`config.mk`:
```
export PLATFORM = sky130hd
export DESIGN_NAME = frame_loader_flat
export DESIGN_NICKNAME = d
export VERILOG_FILES = /design/src/rtl/led_pkg.sv /design/src/rtl/frame_loader_if.sv /design/src/rtl/gamma_lut4.sv /design/src/rtl/frame_loader.sv /design/src/flat_wrapper.sv
export SDC_FILE = /design/constraint.sdc
export NUM_CORES = 1
export LEC_CHECK = 0
export BUFFER_PORTS_ARGS = -buffer_cell sky130_fd_sc_hd__buf_2
export CAP_MARGIN = 40
export CORE_UTILIZATION = 31
export CTS_CLUSTER_DIAMETER = 200
export DETAILED_ROUTE_END_ITERATION = 7
export SYNTH_ARGS = -nofsm -noshare
export SYNTH_HDL_FRONTEND = slang
export SYNTH_SLANG_ARGS = --single-unit
```
`constraint.sdc`:
```
create_clock -name clk -period 2 [get_ports clk]
set_input_delay 0.3 -clock clk [delete_from_list [all_inputs] [get_ports clk]]
set_output_delay 0.3 -clock clk [all_outputs]
set_load 0.005 [all_outputs]
```
`src/rtl/led_pkg.sv`:
```
// led_pkg: panel size defaults, frame loader state encoding and the gamma-2.2 table.
package led_pkg;
   localparam int COLS_DEF  = 64;
   localparam int ROWS_DEF  = 32;
   localparam int PIX_W_DEF = 12;
   typedef enum logic [1:0] {IDLE, LOAD, WAIT_SWAP, SWAP} ld_state_e;
   // entry x holds round(15 * (x/15)^2.2); index 15 is the leftmost nibble
   localparam logic [15:0][3:0] GAMMA_LUT = {
      4'd15, 4'd13, 4'd11, 4'd9, 4'd8, 4'd6, 4'd5, 4'd4,
      4'd3,  4'd2,  4'd1,  4'd1, 4'd0, 4'd0, 4'd0, 4'd0
   };
endpackage

```
`src/rtl/frame_loader_if.sv`:
```
// frame_loader_if: upstream pixel stream plus frame-buffer write port.
interface frame_loader_if #(
   parameter int PIX_W = led_pkg::PIX_W_DEF,
   parameter int AW    = 12
);
   logic             px_valid, px_sof, px_ready, wr_en;
   logic [PIX_W-1:0] px_data, wr_data;
   logic [AW-1:0]    wr_addr;
   modport master (output px_valid, px_sof, px_data, input px_ready, wr_en, wr_addr, wr_data);
   modport slave  (input px_valid, px_sof, px_data, output px_ready, wr_en, wr_addr, wr_data);
endinterface

```
`src/rtl/gamma_lut4.sv`:
```
// gamma_lut4: registered 4-bit gamma-2.2 lookup for one colour channel.
module gamma_lut4 import led_pkg::*; (
   input  logic       clk,
   input  logic       rst,
   input  logic [3:0] d_i,
   output logic [3:0] q_o
);
   logic [3:0] q_q;
   always_ff @(posedge clk) q_q <= rst ? 4'd0 : GAMMA_LUT[d_i];
   assign q_o = q_q;
endmodule

```
`src/rtl/frame_loader.sv`:
```
// frame_loader: double-buffered frame loader that swaps banks on frame_done.
// Define FRAME_LOADER_GAMMA_EN to add a gamma-2.2 stage (writes become 2 cycles late).
module frame_loader import led_pkg::*; #(
   parameter int COLS  = COLS_DEF,
   parameter int ROWS  = ROWS_DEF,
   parameter int PIX_W = PIX_W_DEF
) (
   input  logic          clk,
   input  logic          rst,
   frame_loader_if.slave px,
   input  logic          frame_done,
   output logic          rd_bank,
   output logic          init,
   output logic          err_sync
);
   localparam int N      = COLS * ROWS;
   localparam int ADDR_W = $clog2(N);
   ld_state_e         state_q;
   logic [ADDR_W-1:0] cnt_q;
   logic              rd_bank_q, init_q, err_q, wr_en_q;
   logic [ADDR_W:0]   wr_addr_q;
   logic [PIX_W-1:0]  wr_data_q;
   logic              acc, sof, wr, last;
   assign px.px_ready = state_q == IDLE || state_q == LOAD;
   assign acc  = px.px_valid && px.px_ready;
   assign sof  = acc && px.px_sof;
   assign wr   = sof || (acc && state_q == LOAD);
   assign last = wr && !sof && cnt_q == ADDR_W'(N - 1);
   always_ff @(posedge clk) begin
      if (rst) begin
         state_q   <= IDLE;
         cnt_q     <= '0;
         rd_bank_q <= 1'b0;
         init_q    <= 1'b0;
         err_q     <= 1'b0;
         wr_en_q   <= 1'b0;
         wr_addr_q <= '0;
         wr_data_q <= '0;
      end else begin
         wr_en_q <= wr;
         if (wr) begin
            wr_addr_q <= {~rd_bank_q, sof ? ADDR_W'(0) : cnt_q};
            wr_data_q <= px.px_data;
         end
         case (state_q)
            IDLE: if (sof) begin
               state_q <= LOAD;
               cnt_q   <= ADDR_W'(1);
            end
            LOAD: if (sof) begin
               err_q <= 1'b1;
               cnt_q <= ADDR_W'(1);
            end else if (last) state_q <= WAIT_SWAP;
            else if (acc) cnt_q <= cnt_q + 1'b1;
            // bank and init flip on entry so they are already new during SWAP
            WAIT_SWAP: if (!init_q || frame_done) begin
               state_q   <= SWAP;
               rd_bank_q <= ~rd_bank_q;
               init_q    <= 1'b1;
            end
            SWAP: begin
               state_q <= IDLE;
               cnt_q   <= '0;
            end
         endcase
      end
   end
`ifdef FRAME_LOADER_GAMMA_EN
   logic            wr_en2_q;
   logic [ADDR_W:0] wr_addr2_q;
   always_ff @(posedge clk) begin
      wr_en2_q   <= !rst && wr_en_q;
      wr_addr2_q <= rst ? '0 : wr_addr_q;
   end
   for (genvar c = 0; c < 3; c++) begin : g_ch
      gamma_lut4 u_lut (.clk(clk), .rst(rst), .d_i(wr_data_q[4*c +: 4]), .q_o(px.wr_data[4*c +: 4]));
   end
   assign px.wr_en   = wr_en2_q;
   assign px.wr_addr = wr_addr2_q;
`else
   assign px.wr_en   = wr_en_q;
   assign px.wr_addr = wr_addr_q;
   assign px.wr_data = wr_data_q;
`endif
   assign rd_bank  = rd_bank_q;
   assign init     = init_q;
   assign err_sync = err_q;
endmodule

```
`src/flat_wrapper.sv`:
```
// flat-port wrapper written by rule: the top's interface ports become plain ports
module frame_loader_flat import led_pkg::*;
#(
   parameter int COLS  = COLS_DEF,
   parameter int ROWS  = ROWS_DEF,
   parameter int PIX_W = PIX_W_DEF
)
  (clk, rst, frame_done, rd_bank, init, err_sync, px_px_valid, px_px_sof, px_px_data, px_px_ready, px_wr_en, px_wr_addr, px_wr_data);
  frame_loader_if #(.PIX_W(PIX_W), .AW(12)) px_i ();
  input  logic clk;
  input  logic rst;
  input  logic frame_done;
  output logic rd_bank;
  output logic init;
  output logic err_sync;
  input wire logic [$bits(px_i.px_valid)-1:0] px_px_valid;
  input wire logic [$bits(px_i.px_sof)-1:0] px_px_sof;
  input wire logic [$bits(px_i.px_data)-1:0] px_px_data;
  output wire logic [$bits(px_i.px_ready)-1:0] px_px_ready;
  output wire logic [$bits(px_i.wr_en)-1:0] px_wr_en;
  output wire logic [$bits(px_i.wr_addr)-1:0] px_wr_addr;
  output wire logic [$bits(px_i.wr_data)-1:0] px_wr_data;
  assign px_i.px_valid = px_px_valid;
  assign px_i.px_sof = px_px_sof;
  assign px_i.px_data = px_px_data;
  assign px_px_ready = px_i.px_ready;
  assign px_wr_en = px_i.wr_en;
  assign px_wr_addr = px_i.wr_addr;
  assign px_wr_data = px_i.wr_data;
  frame_loader #(.COLS(COLS), .ROWS(ROWS), .PIX_W(PIX_W)) u_core (.clk(clk), .rst(rst), .px(px_i), .frame_done(frame_done), .rd_bank(rd_bank), .init(init), .err_sync(err_sync));
endmodule
```
==> impl_metrics.ini, run 1 <==
[synthesis]
yosysWarnings = 0
synthSimpleGateAreaFrac_pct = 21.8
async_reset_ff_share_pct = 0
ys_ff_latch = 41
syn-cell-area_mm2 = 0.00179
synth_edf_count = 0
synth_top_area_cell = dfxtp_1
synthAdderAreaFrac_pct = 3.49
yosysTopAreaCellShare_pct = 45.8
synthTopCellsByArea = dfxtp_1, nand2_1, a21oi_1, nor2_1, a22oi_1
syn_area_per_cell_um2 = 8.70
synth_cells = 206
synth_xor_area_share_pct = 0.488
synth_ff_type = dfxtp_1
ys_seq_area_share_pct = 45.8
synth_compound_area_share_pct = 21.4
synth.area.mux_share_pct = 1.12
synth_cell_types = 44
synth_fp_nets = 228
synth_top_family_by_area = simple AND/OR/NAND/NOR gates

[critical_path]
cp_slowest_cell = dfxtp_1
path_max_fanout = 13
reg2regPathDepth = 8
critPathCaptureType = flip-flop
rr_startpoint = u_core.state_q[1]
path_delay_family = simple AND/OR/NAND/NOR gates
required_ns = 2.16
cp-start-kind = flip-flop
slowest_delay_ns = 0.33
arrival_ns = 2.02
criticalPathCategory = reg -> reg
r2r_end = u_core.cnt_q[10]
cp_num_buf_inv = 2
r2r_slack_ns = 0.14
crit_chain = inv_1, ha_2, nand4b_1, nor4_2, nor3_1, buf_4, a21oi_1, a211oi_2

[pwr]
powerDensity_mw_per_mm2 = 1060
netSwitchingFraction_pct = 32.4
p_leak_nw = 0.946
seqPwrFrac_pct = 40.2
share_comb_of_total_power_pct = 30.3
p_sw_mw = 0.769
internal_power_mw = 1.60
peakVddDrop_mv = 0.558
clockPowerShare_pct = 29.4

[routing]
drtAntennaViolNets = 0
avgViaCountPerCell = 4.93
vias = 1617
drtIter0Drc = 68
drc = 0
routed_wl_um = 4070
dr.pass1.iters = 4
wire_per_inst_um = 12.4

[cts]
postCtsHoldBufs = 0
numCtsBuffers = 5
clk_pin_slew_ns = 0.08
root_buffer = clkbuf_8
cts_sinks = 41
clk_path_buf_depth = 2
tritoncts = yes
clkLatencyLatePin_ns = 0.29
h-tree-depth = 2

[placed_design]
placed_cells_incl_taps = 320
place_area_mm2 = 0.00210
globalplace.congestion = 0.777
hpwl_um = 2860
port_buffers = 45

[final_layout]
fin_nets = 277
fillerInstances = 582
mostFrequentLayoutCell = buf_2
area_growth_pct = 24.6
fin_util_pct = 40.3
antenna_cells = 0
stdcell_area_mm2 = 0.00223
multi_input_comb_area_um2 = 887
final_cell_mix = buf_2, dfxtp_1, nand2_1
fin_cells = 328
seqCellArea_um2 = 821
drive_above_1_share_pct = 28.1

[grt]
grt_pass1_wl_um = 6710
grt.busiest_layer = met2
grtUsageTotal_pct = 13.8
antenna_found_initial = 0
grt-ovfl-total = 0
grt_use_met3_pct = 3.14
grt_max_degree = 25
met1_usage_pct = 18.8
met2_usage_pct = 20.8
grt_pass1_vias = 1452

[timing]
setup_viol = 0
relSlewSlack_pct = 67.1
final_hold_viol_count = 0
rsz0062_at_grt = true
tightestPinTransition_ns = 0.493
max_freq_mhz = 538
fin_crit_ns = 1.86
timing.hold.ws_ns = 0.232
clock_skew_ns = 0.00445
slew_viol_final = 0
min_period_over_period_pct = 92.9

[die]
core_mm2 = 0.00554
rows = 27
start_util_pct = 32.4
die_x_um = 78.1
die_y_um = 78.1
die-area_mm2 = 0.00609
ios = 46

[worst_hold_path]
whs_endpoint = u_core.px.wr_data[3]
hp-start = px_px_data[3]
hp-class = in -> reg
whs_path_depth = 3

[status]
status = completed

[run]
cap_violations = 0
[logic make-up after synthesis]
kind of cell	Yosys count
buf+inv	19
compound gates	54
fa+ha+maj	5
flops	41
xor+xnor	1
simple gates	84
mux	2
[state kept, by name, indices dropped and copies added (netlist names)]
signal / flops
u_core.state_q: 2
u_core.init: 1
u_core.cnt_q: 11
u_core.px.wr_data: 12
u_core.px.wr_addr: 12
u_core.px.wr_en: 1
u_core.rd_bank: 1
u_core.err_sync: 1
[Yosys cell counts, types with 2 or more instances]
cell type and count:
a211oi_1 3, a21oi_1 21, a22oi_1 9, a311oi_1 2
a31oi_1 3, a32o_1 3, a41oi_1 2, buf_6 4
clkbuf_1 6, dfxtp_1 41, ha_1 5, inv_1 7
mux2i_1 2, nand2_1 39, nand2b_1 2, nand3_1 4
nor2_1 20, nor3_1 5, nor4_1 2, o21ai_0 2
[routing by layer]
metal / share of wire [%] / vias up
met2: 45 / 24
met1: 51 / 763
met4: 1.8 / 0
li1: - / 823
met3: 2.5 / 7
met5: 0 / -
[how the worst max path moves through the flow]
stage               cells after the start               from                 to  slack, ns
global route                            7  u_core.state_q[1]  u_core.state_q[1]      -0.02
global placement                        7  u_core.state_q[1]  u_core.state_q[1]       0.14
finish                                  8  u_core.state_q[1]   u_core.cnt_q[10]       0.14
CTS                                     7  u_core.state_q[1]  u_core.state_q[1]       0.08
detailed placement                      7  u_core.state_q[1]  u_core.state_q[1]       0.10
floorplan                               9  u_core.state_q[1]    u_core.cnt_q[8]       0.21
[power by group through the flow]
stage	registers, mW	clock network (mW)	logic, mW
2_1_floorplan	0.986	0	0.476
3_3_place_gp	0.971	0	0.698
3_5_place_dp	0.973	0	0.707
4_1_cts	0.954	0.714	0.710
5_1_grt	0.966	0.746	0.805
6_report	0.954	0.698	0.720
[repair_timing]
item,CTS,global route
setup endpoints to repair,0,11
setup buffers,0,0
resized for setup,0,3
[stage by stage]
| step | setup slack, ns | TNS, ns | total power [mW] |
|---|---|---|---|
| finish | 0.142 | 0 | 2.37 |
| global placement | 0.141 | 0 | 1.67 |
| detailed placement | 0.100 | 0 | 1.68 |
| CTS | 0.0828 | 0 | 2.38 |
| floorplan | 0.213 | 0 | 1.46 |
| global route | -0.0217 | -0.0420 | 2.52 |
[worst reg2reg max path, delay by kind of cell, from the launching register on]
kind	cells	cell delay [ns]
flip-flops	1	0.33
AND/OR/NAND/NOR	3	0.55
buffers and inverters	2	0.29
adder cells (fa/ha/maj)	1	0.31
AO/OA/AOI/OAI	2	0.24
[layout make-up]
cell class / count / share of cell area, %
multi-input cells: 146 / 39.7
flip-flops and latches: 41 / 36.8
repair buffers: 54 / 13.1
well taps: 72 / 4.03
clock buffers: 7 / 3.87
clock inverters: 1 / 1.34
inverters: 7 / 1.18
Note: power is estimated with default switching activity, not from simulation.
==> run 2, diff against run 1 <==
--- a/config.mk
+++ b/config.mk
@@ -7,9 +7,12 @@
 export LEC_CHECK = 0
 export BUFFER_PORTS_ARGS = -buffer_cell sky130_fd_sc_hd__buf_2
 export CAP_MARGIN = 40
+export CORE_ASPECT_RATIO = 1.25
 export CORE_UTILIZATION = 31
 export CTS_CLUSTER_DIAMETER = 200
 export DETAILED_ROUTE_END_ITERATION = 7
+export RECOVER_POWER = 50
+export SLEW_MARGIN = 0
 export SYNTH_ARGS = -nofsm -noshare
 export SYNTH_HDL_FRONTEND = slang
 export SYNTH_SLANG_ARGS = --single-unit
==> run 2 against run 1 <==
Compared with the run above: register-to-register slack worse by 0.03 ns; critical path depth unchanged; highest routed layer unchanged; worst hold slack better by 0.0081 ns; cell area down 1.2%; routed wire length down 0.79%; core utilization down 0.31 points.
==> impl_metrics.ini, run 2 (synthesis gave the netlist of run 1 again) <==
[status]
status = completed

[die]
die_y_um = 87.0
die-area_mm2 = 0.00609
ios = 46
rows = 30
start_util_pct = 32.5
core_mm2 = 0.00552
die_x_um = 70.0

[routing]
wire_per_inst_um = 12.7
dr.pass1.iters = 4
drtAntennaViolNets = 0
avgViaCountPerCell = 5.07
routed_wl_um = 4030
vias = 1608
drc = 0
drtIter0Drc = 59

[critical_path]
reg2regPathDepth = 8
crit_chain = inv_1, ha_2, nand4b_1, nor4_2, nor3_1, buf_4, a21oi_1, a211oi_2
rr_startpoint = u_core.state_q[1]
required_ns = 2.17
path_max_fanout = 13
critPathCaptureType = flip-flop
cp_slowest_cell = dfxtp_1
cp-start-kind = flip-flop
arrival_ns = 2.05
slowest_delay_ns = 0.33
cp_num_buf_inv = 2
criticalPathCategory = reg -> reg
r2r_end = u_core.cnt_q[10]
path_delay_family = simple AND/OR/NAND/NOR gates
r2r_slack_ns = 0.12

[run]
cap_violations = 0

[final_layout]
drive_above_1_share_pct = 22.9
area_growth_pct = 23.1
mostFrequentLayoutCell = dfxtp_1
fin_cells = 317
fin_util_pct = 40.0
antenna_cells = 0
final_cell_mix = dfxtp_1, nand2_1, buf_2
fin_nets = 274
stdcell_area_mm2 = 0.00221

[timing]
slew_viol_final = 0
setup_viol = 0
tightestPinTransition_ns = 0.477
timing.hold.ws_ns = 0.240
fin_ws_ns = 0.116
tns_ns = 0
fin_crit_ns = 1.88
max_freq_mhz = 531
relSlewSlack_pct = 68.2
clock_skew_ns = 0.00600
final_hold_viol_count = 0
min_period_over_period_pct = 94.2

[placed_design]
placed_cells_incl_taps = 309
hpwl_um = 2880
port_buffers = 45
place_ws_ns = 0.0669
place_area_mm2 = 0.00206
globalplace.congestion = 0.814

[pwr]
p_sw_mw = 0.754
netSwitchingFraction_pct = 31.2
total_power_mw = 2.42
clockPowerShare_pct = 32.2
internal_power_mw = 1.67
peakVddDrop_mv = 0.418
share_comb_of_total_power_pct = 28.1
powerDensity_mw_per_mm2 = 1100
seqPwrFrac_pct = 39.6
p_leak_nw = 0.884

[worst_hold_path]
hp-class = in -> reg
whs_endpoint = u_core.px.wr_data[10]
whs_path_depth = 3
hp-start = px_px_data[10]

[cts]
h-tree-depth = 2
root_buffer = clkbuf_8
postCtsHoldBufs = 0
clkLatencyLatePin_ns = 0.29
numCtsBuffers = 5
post_cts_resized = 0
cts_setup_buffers = 0
cts_sinks = 41
clk_path_buf_depth = 2
clk_pin_slew_ns = 0.08
tritoncts = yes

[grt]
grt_max_degree = 25
grt_pass1_wl_um = 6820
antenna_found_initial = 0
grt-ovfl-total = 0
grtUsageTotal_pct = 13.9
grt_pass1_vias = 1515
run 2: cell count changes in the layout (fill, tap and decap cells not counted), sizes merged:
cell	before	now
clkbuf	7	20
clkinv	0	1
buf	54	36
bufinv	1	2
run 2: power groups by stage:
stage	clock, mW	combinational [mW]	sequential (mW)
4_1_cts	0.801	0.682	0.957
3_3_place_gp	0	0.672	0.974
6_report	0.780	0.680	0.959
3_5_place_dp	0	0.678	0.977
5_1_grt	0.823	0.774	0.970
2_1_floorplan	0	0.476	0.986
run 2: how the worst max path moves through the flow:
stage / cells past startpoint / start / endpoint / slack (ns)
floorplan: 9 / u_core.state_q[1] / u_core.cnt_q[8] / 0.21
global placement: 6 / u_core.cnt_q[1] / u_core.state_q[1] / 0.16
detailed placement: 7 / u_core.state_q[1] / u_core.state_q[1] / 0.07
CTS: 7 / u_core.state_q[1] / u_core.state_q[1] / 0.04
global route: 8 / u_core.state_q[1] / u_core.cnt_q[1] / -0.06
finish: 8 / u_core.state_q[1] / u_core.cnt_q[10] / 0.12
run 2: area by class of cell:
| type | count | area [µm²] |
|---|---|---|
| fill | 576 | 3310 |
| inverter | 7 | 26.3 |
| multi-input combinational | 146 | 896 |
| timing repair buffer | 51 | 250 |
| tap | 64 | 80.1 |
| clock buffer | 5 | 68.8 |
| clock inverter | 3 | 65.1 |
| sequential | 41 | 821 |
run 2: routing by layer:
layer  share of wire, %  vias up  track usage [%]
met5                  0        -                0
met4                1.9        0             6.55
met3                4.3        6             3.59
met2                 50       37             24.4
met1                 44      748             15.9
li1                   -      817                -
run 2: tightest hold or removal path, delay by kind of cell:
kind / cells / cell delay (ns)
AND/OR/NAND/NOR: 1 / 0.04
AO/OA/AOI/OAI: 1 / 0.05
buffers and inverters: 1 / 0.09
